--- config.mk ---
export PLATFORM = sky130hd
export DESIGN_NAME = ai_core_arbiter
export DESIGN_NICKNAME = d
export VERILOG_FILES = /design/src/rtl/ai_core_arbiter.sv
export SDC_FILE = /design/constraint.sdc
export NUM_CORES = 1
export LEC_CHECK = 0
export ABC_CLOCK_PERIOD_IN_PS = 2700
export BUFFER_PORTS_ARGS = -buffer_cell sky130_fd_sc_hd__buf_2
export CAP_MARGIN = 20
export CORE_MARGIN = 1.5
export CORE_UTILIZATION = 56
export CTS_CLUSTER_SIZE = 40
export DETAILED_ROUTE_END_ITERATION = 10
export PLACE_DENSITY = 0.79
export SYNTH_ARGS = -nofsm -noshare
export SYNTH_HDL_FRONTEND = slang
export SYNTH_SLANG_ARGS = --single-unit
--- constraint.sdc ---
create_clock -name clk -period 2.7 [get_ports clk]
set_input_delay 0.27 -clock clk [delete_from_list [all_inputs] [get_ports clk]]
set_output_delay 0.27 -clock clk [all_outputs]
set_load 0.01 [all_outputs]
--- src/rtl/ai_core_arbiter.sv ---
// ----------------------------------------------------------------------------
// ai_core_arbiter
//
// Shares a single AI decision core between the two player-side encoders.
// Start pulses from each encoder are latched as pending requests, granted
// round-robin, launched on the core with the owner's player index, and the
// core's result (or DEFAULT_ACTION on timeout) is returned to the owner.
//
// Optional build macro: AI_ARB_STATS_EN
//   defined   -> per-player 8-bit saturating timeout counters
//   undefined -> o_timeout_cnt_p0/p1 tied to zero
//
// Ports:
//   clk, rst_n          clock, asynchronous active-low reset
//   i_req_p0/p1         start pulses from the player-0/1 encoders
//   i_abort             game-over/restart, flushes pending work
//   i_core_done         one-cycle result strobe from the core
//   i_core_action[3:0]  core result, valid with i_core_done
//   o_core_start        one-cycle launch pulse to the core
//   o_core_player       player index of the current job
//   o_busy              arbiter is not idle
//   o_action_valid_p0/1 one-cycle result strobe per player
//   o_action[3:0]       result code, holds last value between strobes
//   o_timeout           result came from the timeout path
//   o_timeout_cnt_p0/1  timeout statistics (see macro above)
// ----------------------------------------------------------------------------
module ai_core_arbiter #(
  parameter logic [23:0] TIMEOUT_CYCLES = 24'd5_000_000,
  parameter logic [3:0]  DEFAULT_ACTION = 4'd0
) (
  input  logic       clk,
  input  logic       rst_n,
  input  logic       i_req_p0,
  input  logic       i_req_p1,
  input  logic       i_abort,
  input  logic       i_core_done,
  input  logic [3:0] i_core_action,
  output logic       o_core_start,
  output logic       o_core_player,
  output logic       o_busy,
  output logic       o_action_valid_p0,
  output logic       o_action_valid_p1,
  output logic [3:0] o_action,
  output logic       o_timeout,
  output logic [7:0] o_timeout_cnt_p0,
  output logic [7:0] o_timeout_cnt_p1
);

  localparam logic [1:0]  ST_IDLE   = 2'd0;
  localparam logic [1:0]  ST_LAUNCH = 2'd1;
  localparam logic [1:0]  ST_WAIT   = 2'd2;
  localparam logic [1:0]  ST_RESP   = 2'd3;
  localparam logic [23:0] TIMER_MAX = 24'hFF_FFFF;

  // Round-robin pick: a lone requester wins, a tie goes to the player
  // that was not granted last time.
  function automatic logic pick_grant(input logic p0, input logic p1,
                                      input logic last);
    logic g;
    if (p0 && p1) begin
      g = ~last;
    end else if (p1) begin
      g = 1'b1;
    end else begin
      g = 1'b0;
    end
    return g;
  endfunction

  logic [1:0]  state_r;
  logic [1:0]  state_next_s;
  logic        pend_p0_r;
  logic        pend_p1_r;
  logic        last_grant_r;
  logic [23:0] timer_r;
  logic [3:0]  job_action_r;
  logic        job_timeout_r;
  logic        core_player_r;
  logic        core_start_r;
  logic        busy_r;
  logic        valid_p0_r;
  logic        valid_p1_r;
  logic [3:0]  action_r;
  logic        timeout_r;

  logic        grant_s;
  logic        enter_launch_s;
  logic        timeout_hit_s;
  logic        resp_s;

  assign grant_s        = pick_grant(pend_p0_r, pend_p1_r, last_grant_r);
  assign enter_launch_s = (state_r == ST_IDLE) && (pend_p0_r || pend_p1_r) && !i_abort;
  assign timeout_hit_s  = (timer_r == (TIMEOUT_CYCLES - 24'd1));
  // An abort landing on the RESP cycle swallows that job's strobe.
  assign resp_s         = (state_r == ST_RESP) && !i_abort;

  // Next-state decode; abort overrides every state.
  always_comb begin
    state_next_s = state_r;
    if (i_abort) begin
      state_next_s = ST_IDLE;
    end else begin
      case (state_r)
        ST_IDLE: begin
          if (pend_p0_r || pend_p1_r) begin
            state_next_s = ST_LAUNCH;
          end else begin
            state_next_s = ST_IDLE;
          end
        end
        ST_LAUNCH: state_next_s = ST_WAIT;
        ST_WAIT: begin
          if (i_core_done || timeout_hit_s) begin
            state_next_s = ST_RESP;
          end else begin
            state_next_s = ST_WAIT;
          end
        end
        ST_RESP: state_next_s = ST_IDLE;
        default: state_next_s = ST_IDLE;
      endcase
    end
  end

  // State register.
  always_ff @(posedge clk or negedge rst_n) begin
    if (!rst_n) begin
      state_r <= ST_IDLE;
    end else begin
      state_r <= state_next_s;
    end
  end

  // Pending request latches: a new pulse beats the clear from being granted.
  always_ff @(posedge clk or negedge rst_n) begin
    if (!rst_n) begin
      pend_p0_r <= 1'b0;
      pend_p1_r <= 1'b0;
    end else if (i_abort) begin
      pend_p0_r <= 1'b0;
      pend_p1_r <= 1'b0;
    end else begin
      pend_p0_r <= i_req_p0 | (pend_p0_r & ~(enter_launch_s & ~grant_s));
      pend_p1_r <= i_req_p1 | (pend_p1_r & ~(enter_launch_s &  grant_s));
    end
  end

  // Grant bookkeeping; survives abort so fairness carries across games.
  always_ff @(posedge clk or negedge rst_n) begin
    if (!rst_n) begin
      last_grant_r  <= 1'b1;
      core_player_r <= 1'b0;
    end else if (enter_launch_s) begin
      last_grant_r  <= grant_s;
      core_player_r <= grant_s;
    end else begin
      last_grant_r  <= last_grant_r;
      core_player_r <= core_player_r;
    end
  end

  // WAIT-cycle timer; cleared at launch, saturates instead of wrapping.
  always_ff @(posedge clk or negedge rst_n) begin
    if (!rst_n) begin
      timer_r <= 24'd0;
    end else if (i_abort || (state_r == ST_LAUNCH)) begin
      timer_r <= 24'd0;
    end else if ((state_r == ST_WAIT) && (timer_r != TIMER_MAX)) begin
      timer_r <= timer_r + 24'd1;
    end else begin
      timer_r <= timer_r;
    end
  end

  // Capture the job result; a core result wins over a coincident timeout.
  always_ff @(posedge clk or negedge rst_n) begin
    if (!rst_n) begin
      job_action_r  <= 4'd0;
      job_timeout_r <= 1'b0;
    end else if ((state_r == ST_WAIT) && !i_abort && i_core_done) begin
      job_action_r  <= i_core_action;
      job_timeout_r <= 1'b0;
    end else if ((state_r == ST_WAIT) && !i_abort && timeout_hit_s) begin
      job_action_r  <= DEFAULT_ACTION;
      job_timeout_r <= 1'b1;
    end else begin
      job_action_r  <= job_action_r;
      job_timeout_r <= job_timeout_r;
    end
  end

  // Registered outputs decoded from the current state.
  always_ff @(posedge clk or negedge rst_n) begin
    if (!rst_n) begin
      core_start_r <= 1'b0;
      busy_r       <= 1'b0;
      valid_p0_r   <= 1'b0;
      valid_p1_r   <= 1'b0;
      action_r     <= 4'd0;
      timeout_r    <= 1'b0;
    end else begin
      core_start_r <= (state_r == ST_LAUNCH) && !i_abort;
      busy_r       <= (state_r != ST_IDLE) && !i_abort;
      valid_p0_r   <= resp_s && !core_player_r;
      valid_p1_r   <= resp_s &&  core_player_r;
      action_r     <= resp_s ? job_action_r : action_r;
      timeout_r    <= resp_s && job_timeout_r;
    end
  end

  assign o_core_start      = core_start_r;
  assign o_core_player     = core_player_r;
  assign o_busy            = busy_r;
  assign o_action_valid_p0 = valid_p0_r;
  assign o_action_valid_p1 = valid_p1_r;
  assign o_action          = action_r;
  assign o_timeout         = timeout_r;

`ifdef AI_ARB_STATS_EN
  function automatic logic [7:0] sat_inc(input logic [7:0] v);
    logic [7:0] r;
    if (v == 8'hFF) begin
      r = v;
    end else begin
      r = v + 8'd1;
    end
    return r;
  endfunction

  logic [7:0] cnt_p0_r;
  logic [7:0] cnt_p1_r;

  // Timeout statistics, counted as the timeout strobe is issued.
  always_ff @(posedge clk or negedge rst_n) begin
    if (!rst_n) begin
      cnt_p0_r <= 8'd0;
      cnt_p1_r <= 8'd0;
    end else begin
      cnt_p0_r <= (resp_s && job_timeout_r && !core_player_r) ? sat_inc(cnt_p0_r) : cnt_p0_r;
      cnt_p1_r <= (resp_s && job_timeout_r &&  core_player_r) ? sat_inc(cnt_p1_r) : cnt_p1_r;
    end
  end

  assign o_timeout_cnt_p0 = cnt_p0_r;
  assign o_timeout_cnt_p1 = cnt_p1_r;
`else
  assign o_timeout_cnt_p0 = 8'd0;
  assign o_timeout_cnt_p1 = 8'd0;
`endif

endmodule
After elaboration in Yosys (flattened, before gate mapping):

Cells that the tools add are included.

* bits in registers: 44
* output and inout bits: 26
* logic and storage cells: 66

* $add $sub $neg: 1
* bitwise gates (word level): 10
* eq/ne operators: 5
* reduce and logical (&&, ||, !) cells: 22
* multiplexer cells: 14

Operators with widths (count)
* $mux 24: 2
* $add 24x1->24 const B: 1
* $eq 24x23->1 const B: 1
* $ne 24x24->1 const B: 1
* $logic_and 1x1->1: 13
* $mux 1: 8
* $mux 4: 2
* $pmux 2 s4: 1
* $reduce_bool 2->1: 3
* $and 1x1->1: 4
* $eq 2x2->1 const B: 2
* $not 1->1: 4
* $logic_or 1x1->1: 3
* $eq 2x1->1 const B: 1
* $logic_not 1->1: 2
* $logic_not 2->1: 1
* $mux 2: 1
* $or 1x1->1: 2

Depth between registers and ports, before layout:

Gate-level depths: netlist of run 1.

* depth after elaboration: 8
* mapped depth: 9
* depth with buffers taken out: 7

Worst setup path before layout of run 1:

No wires, ideal clock.

* path kind: register -> register
* from: reg timer_r[16]
* to: reg job_action_r[0]
* slack: 0.523 ns
* arrival: 2.056 ns
* setup time: 0.121 ns
* stages on the path, launching flop included: 6
* period minus slack after synthesis: 2.177 ns
* cells stage by stage: dfrtp_1 or4b_1 or4_4 o41ai_4 nand2_2 a22o_1

* word-level cells in the longest chain between the ends: 3

Ends and longest elaborated chain
* from (decl): RTL line 75 `logic [23:0] timer_r;`
* from (signal assigned): RTL line 169 `timer_r <= timer_r + 24'd1;`
* from (signal assigned): RTL line 171 `timer_r <= timer_r;`
* $eq 24x23->1: RTL line 93 `assign timeout_hit_s = (timer_r == (TIMEOUT_CYCLES - 24'd1));`
* $logic_and 1x1->1: RTL line 183 `end else if ((state_r == ST_WAIT) && !i_abort && timeout_hit_s) begin`
* $reduce_bool 2->1 (no line)
* to (signal assigned): RTL line 181 `job_action_r <= i_core_action;`
* to (signal assigned): RTL line 187 `job_action_r <= job_action_r;`
* to (decl): RTL line 76 `logic [3:0] job_action_r;`

No other way between the ends.
A chain may end at the register's enable or synchronous reset.

Worst setup path in the final report of run 1:

* from: reg timer_r[16]
* to: reg job_action_r[1]

The elaborated chain is that of the path after synthesis.

==> metrics.md, run 1 <==
| Metric | Value |
|---|---|
| Vias/cell | ~6 |
| First-pass GRT wire length | about 7500 um |
| Initial DRC Count | 122 |
| Least-Margin Pin Slew | roughly 0.95 ns |
| Total global routing overflow | 0 |
| Placer congestion estimate | between 0.8 and 0.9 |
| Row Count | 23 |
| Status | finished clean |
| Crit-path max FO | 7 |
| Yosys warning count | 0 |
| Clk slew on worst S/H paths | approximately 0.090 ns |
| H-tree depth | 2 |
| Crit start category | flip-flop |
| Clock buffer depth | 2 |
| Most common cell in the netlist | dfrtp_1 |
| Seq/Total Area, Yosys | 0.471 |
| R2R Setup Slk | approximately 0.34 ns |
| Initial antenna violation count | 0 |
| Crit. End Element | flip-flop |
| Synth cell types | 49 |
| Number of port buffers | 19 |
| Die ar. | about 4600 um2 |
| Main area contributors after synthesis | dfrtp_1 46%, buf_4 5.1%, a21oi_1 3.4% |
| Dpl ws | approximately 0.36 ns |
| Worst Path Arrival | around 2.6 ns |
| Initial Utilization | 0.585 |
| FF+latch count, synth | 44 |
| Yosys top cell by area | dfrtp_1 |
| Minimum clock period | around 2.4 ns |
| Post-synthesis async set-or-reset flop share | 1.00 |
| FF-to-FF path depth | 5 |
| Maximum vdd drop | roughly 350 uV |
| Die Wd | roughly 68 um |
| Crit path required time | between 2 and 3 ns |
| Worst Slack Setup Final | approximately 0.34 ns |
| FMAX | about 0.42 GHz |
| RR Endpoint | job_action_r[1] |
| Hold Buf Count CTS | 0 |
| Max_slew headroom | 0.364 |
| Largest net degree at the start of global routing | 45 |
| Leak Pwr | roughly 0.0011 uW |
| CP Cell Sequence | or4b_1 -> or4_4 -> o41ai_4 -> nand2_2 -> a22o_1 |
| Die height | between 60 and 70 um |
| Max-Cap Viols | 0 |
| Fillers | 325 |
| Post-Syn Area | about 2300 um2 |
| Wire length per cell | between 10 and 15 um |
| Syn_area_per_cell | approximately 9.8 um2 |
| Ant. Diodes | 0 |
| CTS sink cnt | 44 |
| Slew Viols, Final | 0 |
| Clk_skew | 0.00728 ns |
| Synth top cells by count | 43 x dfrtp_1, 17 x nand2_1, 16 x a21oi_1, 16 x buf_4, 16 x nor2_1 |
| Finish-stage setup viols | 0 |
| Vias in the first global route | ~1500 |
| GRT Total Usage | 0.220 |
| Post-synthesis instance total | 240 |
| RSZ-0062 raised after global routing | false |
| DP Wirelength | between 3000 and 4000 um |
| Post-CTS setup buffer count | 0 |
| Worst setup path start | timer_r[16] |
| CTS buffer count | 5 |
| P&R area growth vs syn | 7.54% |
| Post-synth top area share | 0.460 |
| Ys flop type | dfrtp_1 |
| Nets | about 280 |
| Worst r2r src | timer_r[16] |
| Crit-path slowest cell | or4b_1 |
| PwrDens | 580 nW/um2 |
| CTS Root Cell | clkbuf_8 |
| Critical path's largest stage delay | between 0.5 and 0.6 ns |
| Worst Setup Path Type | reg2reg |
| Period utilization | 0.876 |
| Antenna violation net count after detailed routing | 0 |
| CTS tree | yes |
| Post-cts repair resize count | 0 |
| Final setup TNS | 0 ns |
| # DRC | 0 |
| Pre-Repair DR Iteration Count | 4 |
| Post-Route WL | about 4600 um |
| DR vias | 1847 |
| Share of layout cells above drive strength 1 | 0.177 |
| IO Count | 36 |
| EDFF count, synth | 0 |
| Core Region | about 4000 um2 |
| Clock Latency Late Sink | 0.30 ns |
| Worst hold path class | in2async |
| Hold Vio Cnt, Final | 0 |
worst max-delay path: cells and delay by family (launching register included):
kind	cells	cell delay, ns
AND/OR/NAND/NOR	3	1.17
AO/OA/AOI/OAI	2	0.64
flip-flops	1	0.45
through the flow:
| stage | hold WS [ns] | total power, uW | std cells | instance area [um2] | utilization |
|---|---|---|---|---|---|
| final | 0.116 | 1460 | 310 | 2520 | 0.629 |
| after global routing | 0.193 | 1540 | 310 | 2520 | 0.629 |
| after CTS | 0.147 | 1470 | 310 | 2520 | 0.629 |
| after detailed placement | 0.465 | 1040 | 302 | 2420 | 0.605 |
| after global placement | 0.457 | 1020 | 302 | 2420 | 0.605 |
| after floorplan | -0.0256 | 960 | 255 | 2400 | - |
area by class of cell:
class | instances | area (um2) | share of cell area
timing repair buffer | 22 | 118 | 0.0467
tap | 50 | 62.6 | 0.0249
inverter | 5 | 18.8 | 0.00746
clock buffer | 6 | 82.6 | 0.0328
sequential | 44 | 1100 | 0.438
clock inverter | 2 | 15.0 | 0.00596
multi-input combinational | 181 | 1120 | 0.444
placed cells by master, fill, tap and decap left out, drive strengths merged, types with 4 or more instances in the layout:
cell | netlist | layout
a21oi | 16 | 16
a22o | 4 | 4
buf | 20 | 22
clkbuf | 5 | 6
conb | 1 | 16
dfrtp | 43 | 43
ha | 6 | 6
inv | 5 | 5
mux2 | 4 | 4
nand2 | 18 | 18
nand3 | 12 | 12
nand4 | 6 | 6
nor2 | 16 | 16
nor2b | 5 | 5
nor3 | 5 | 5
nor4 | 5 | 5
o211ai | 4 | 4
o21ai | 17 | 17
or3 | 10 | 10
or4 | 7 | 7
xor2 | 5 | 5
power by group:
part	total (uW)	switching [uW]	internal, uW
clock network	438	230	207
logic	231	129	102
registers	791	51.0	740
total	1460	411	1050
logic make-up after synthesis:
kind of cell	count (synthesis)	synth area share
other	1	0.00160
xor gates and xnor gates	6	0.0224
AOI/OAI and AO/OA	52	0.146
buffers and inverters	30	0.0754
and+or+nand+nor	96	0.228
adders and majority gates	6	0.0321
muxes	5	0.0235
DFF	44	0.471
worst max-delay path by stage:
stage | end | slack (ns) | depth (start not counted)
finish | job_action_r[1] | 0.34 | 5
global route | job_action_r[1] | 0.27 | 5
CTS | job_action_r[1] | 0.34 | 5
detailed placement | job_action_r[1] | 0.36 | 5
global placement | job_action_r[1] | 0.43 | 5
floorplan | job_action_r[0] | 0.52 | 5
sequential cells by signal (all words and copies together), names as in the netlist, 2 cells and up:
| name | cells |
|---|---|
| timer_r | 24 |
| o_action | 4 |
| state_r | 2 |
| job_action_r | 4 |
layer usage:
metal | track usage | part of all wire
met4 | 0.0663 | 0.017
met2 | 0.326 | 0.47
met3 | 0.0517 | 0.032
met5 | 0 | 0
met1 | 0.319 | 0.48
No activity file was read; power rests on OpenSTA's default activity.
==> run 2: changes to the inputs <==
Settings changed: ABC_AREA set to 1, CORE_UTILIZATION 56 to 57.
==> run 2 against run 1 <==
  * Design area increased by 10%
  * Core utilization increased by 0.42 points
  * Register-to-register slack improved by 0.43 ns
  * Critical endpoint is now timer_r[2]
==> metrics.md, run 2 <==
| Metric | Value |
|---|---|
| Status | finished clean |
| GRT Total Usage | 0.230 (+0.00989) |
| Worst r2r src | state_r[1] |
| Largest register FFs | 24 (unchanged) |
| Antenna violation net count after detailed routing | 0 (unchanged) |
| Wire length per cell | 12.3 um (-18%) |
| Register area | 1100 um2 (unchanged) |
| Period utilization | 0.715 (-0.161) |
| Least-Margin Pin Slew | 0.955 ns (+0.00112 ns) |
| Worst Slack Setup Final | 0.770 ns (+0.435 ns) |
| Minimum clock period | 1.93 ns (-0.435 ns) |
| Vias/cell | 5.12 (-14%) |
| CTS buffer count | 5 (unchanged) |
| P_int | 1110 uW (+5.3%) |
| Nets | 391 (+42%) |
| Main area contributors after synthesis | dfrtp_1 41%, nand2_1 16%, nor2_1 8.4% |
| Multi-input logic area | 1280 um2 (+14%) |
| Maximum vdd drop | 343 uV (-2.6%) |
| Synth top cells by count | 109 x nand2_1, 58 x nor2_1, 43 x dfrtp_1 |
| Flop pwr share | 0.490 (-0.052) |
| First-pass GRT wire length | 9020 um (+21%) |
| Fillers | 411 (+26%) |
| Biggest register | timer_r |
| Yosys top cell by area | dfrtp_1 |
| Crit. End Element | flip-flop |
| Final setup TNS | 0 ns (unchanged) |
| FF-to-FF path depth | 7 (+2) |
| Max-Cap Viols | 0 (unchanged) |
| Clock buffer depth | 2 (unchanged) |
| Ys flop type | dfrtp_1 |
| Share of layout cells above drive strength 1 | 0.120 (-0.0572) |
| DR vias | 2192 (+19%) |
| Most frequent cells in the layout | 109 x nand2_1, 58 x nor2_1, 43 x dfrtp_1, 32 x inv_1, 23 x nand3_1 |
| Clock power frac | 0.268 (-0.032) |
| Crit-path max FO | 8 (+1) |
| FMAX | 0.518 GHz (+23%) |
| Leak Pwr | 0.00142 uW (+28%) |
| Gate power share | 0.241 (+0.083) |
| Switching Fraction | 0.329 (+0.0480) |
| Post-Route WL | 5260 um (+14%) |
| Initial Utilization | 0.594 (+0.00837) |
| Row Count | 24 (+4.3%) |
| Worst setup path start | state_r[1] |
| Die ar. | 4980 um2 (+8.8%) |
| PwrDens | 593 nW/um2 (+2.3%) |
| CTS Root Cell | clkbuf_8 |
| EDFF count, synth | 0 (unchanged) |
| Dpl ws | 0.811 ns (+0.449 ns) |
| Seq/Total Area, Yosys | 0.424 (-0.0473) |
| Post-synthesis async set-or-reset flop share | 1.00 (unchanged) |
| Crit start category | flip-flop |
| CTS tree | yes |
| Clk slew on worst S/H paths | 0.09 ns (about the same) |
| Worst Path Arrival | 2.17 ns (-0.38 ns) |
| CTS sink cnt | 44 (unchanged) |
| RR Endpoint | timer_r[2] |
| R2R Setup Slk | 0.77 ns (+0.43 ns) |
| Largest net degree at the start of global routing | 45 (unchanged) |
| Synth cell types | 28 (-43%) |
| Syn_area_per_cell | 7.39 um2 (-24%) |
| Finish-stage setup viols | 0 (unchanged) |
| DP Wirelength | 3910 um (+21%) |
| Vias in the first global route | 2009 (+32%) |
| FF+latch count, synth | 44 (unchanged) |
| Max_slew headroom | 0.363 (-0.000749) |
| Pre-Repair DR Iteration Count | 5 (+1) |
| Commonest non-fill, non-tap cell in the layout | nand2_1 |
| Clk_skew | 0.00685 ns (-0.000422 ns) |
| RSZ-0062 raised after global routing | false |
| Die height | 70.6 um (+4.3%) |
| Die Wd | 70.6 um (+4.3%) |
| Ant. Diodes | 0 (unchanged) |
| # DRC | 0 (unchanged) |
| Crit path required time | 2.94 ns (+0.05 ns) |
| Placer congestion estimate | 0.953 (+13%) |
| IO Count | 36 (unchanged) |
| Core Region | 4380 um2 (+9.6%) |
| Net Sw Power | 543 uW (+32%) |
| Post-cts repair resize count | 0 (unchanged) |
| Total global routing overflow | 0 (unchanged) |
| Worst hold path class | in2async |
| Post-CTS setup buffer count | 0 (unchanged) |
| Worst Setup Path Type | reg2reg |
| Yosys warning count | 0 (unchanged) |
| Post-Syn Area | 2600 um2 (+11%) |
| Hold Buf Count CTS | 0 (unchanged) |
| H-tree depth | 2 (unchanged) |
| P&R area growth vs syn | 6.73% |
| Clock Latency Late Sink | 0.30 ns (about the same) |
| Slew Viols, Final | 0 (unchanged) |
| Hold Vio Cnt, Final | 0 (unchanged) |
| Initial DRC Count | 103 (-16%) |
| Number of port buffers | 19 (unchanged) |
| Post-synth top area share | 0.413 (-0.0462) |
| Most common cell in the netlist | nand2_1 |
| Post-synthesis instance total | 352 (+47%) |
| Initial antenna violation count | 0 (unchanged) |
run 2: metal layers:
layer	routed length (um)	share of wire	GRT usage
met1	2490	0.47	0.316
met2	2380	0.45	0.376
met3	305	0.058	0.0427
met4	82	0.016	0.0713
met5	0	0	0
run 2: layout make-up:
type | count | share of cell area
inverter | 33 | 0.0450
sequential | 44 | 0.397
multi-input combinational | 270 | 0.460
clock buffer | 6 | 0.0297
tap | 52 | 0.0234
timing repair buffer | 21 | 0.0396
clock inverter | 2 | 0.00541
run 2: power by group through the flow:
| stage | Clock, uW | Sequential [uW] | Combinational (uW) |
|---|---|---|---|
| after detailed placement | 0 | 822 | 402 |
| final | 442 | 808 | 398 |
| after floorplan | 0 | 835 | 288 |
| after global placement | 0 | 817 | 392 |
| after CTS | 454 | 808 | 403 |
| after global routing | 476 | 822 | 458 |
run 2: worst max-delay path, cell delays in order, from the launching register on:
cell and delay [ns]:
dfrtp_1 0.38, inv_1 0.08, ha_1 0.20, nor2_1 0.42, inv_1 0.27, nor2_1 0.34
nand2_1 0.09, nand2_1 0.07
run 2: worst max-delay path by stage:
| stage | end | slack [ns] |
|---|---|---|
| floorplan | timer_r[9] | 1.17 |
| global placement | timer_r[1] | 0.92 |
| detailed placement | timer_r[5] | 0.81 |
| CTS | timer_r[2] | 0.79 |
| global route | timer_r[5] | 0.64 |
| finish | timer_r[2] | 0.77 |
run 2: cell families (layout without fill, tap and decap cells):
logic type,after synthesis,count (layout),synth area share
simple gates,210,210,0.344
buf+inv,53,62,0.107
flops,44,44,0.424
compound gates,26,26,0.0510
xor+xnor,8,8,0.0269
fa+ha+maj,6,6,0.0288
mux,4,4,0.0173
other cells,1,16,0.00144
run 2: per-stage QoR:
stage	area (um2)	instances	total power [uW]	hold WS [ns]	util
final	2780	428	1650	0.112	0.634
after global routing	2780	428	1760	0.176	0.634
after CTS	2780	428	1670	0.154	0.634
after detailed placement	2680	420	1220	0.455	0.611
after global placement	2680	420	1210	0.435	0.611
after floorplan	2660	367	1120	-0.0256	-
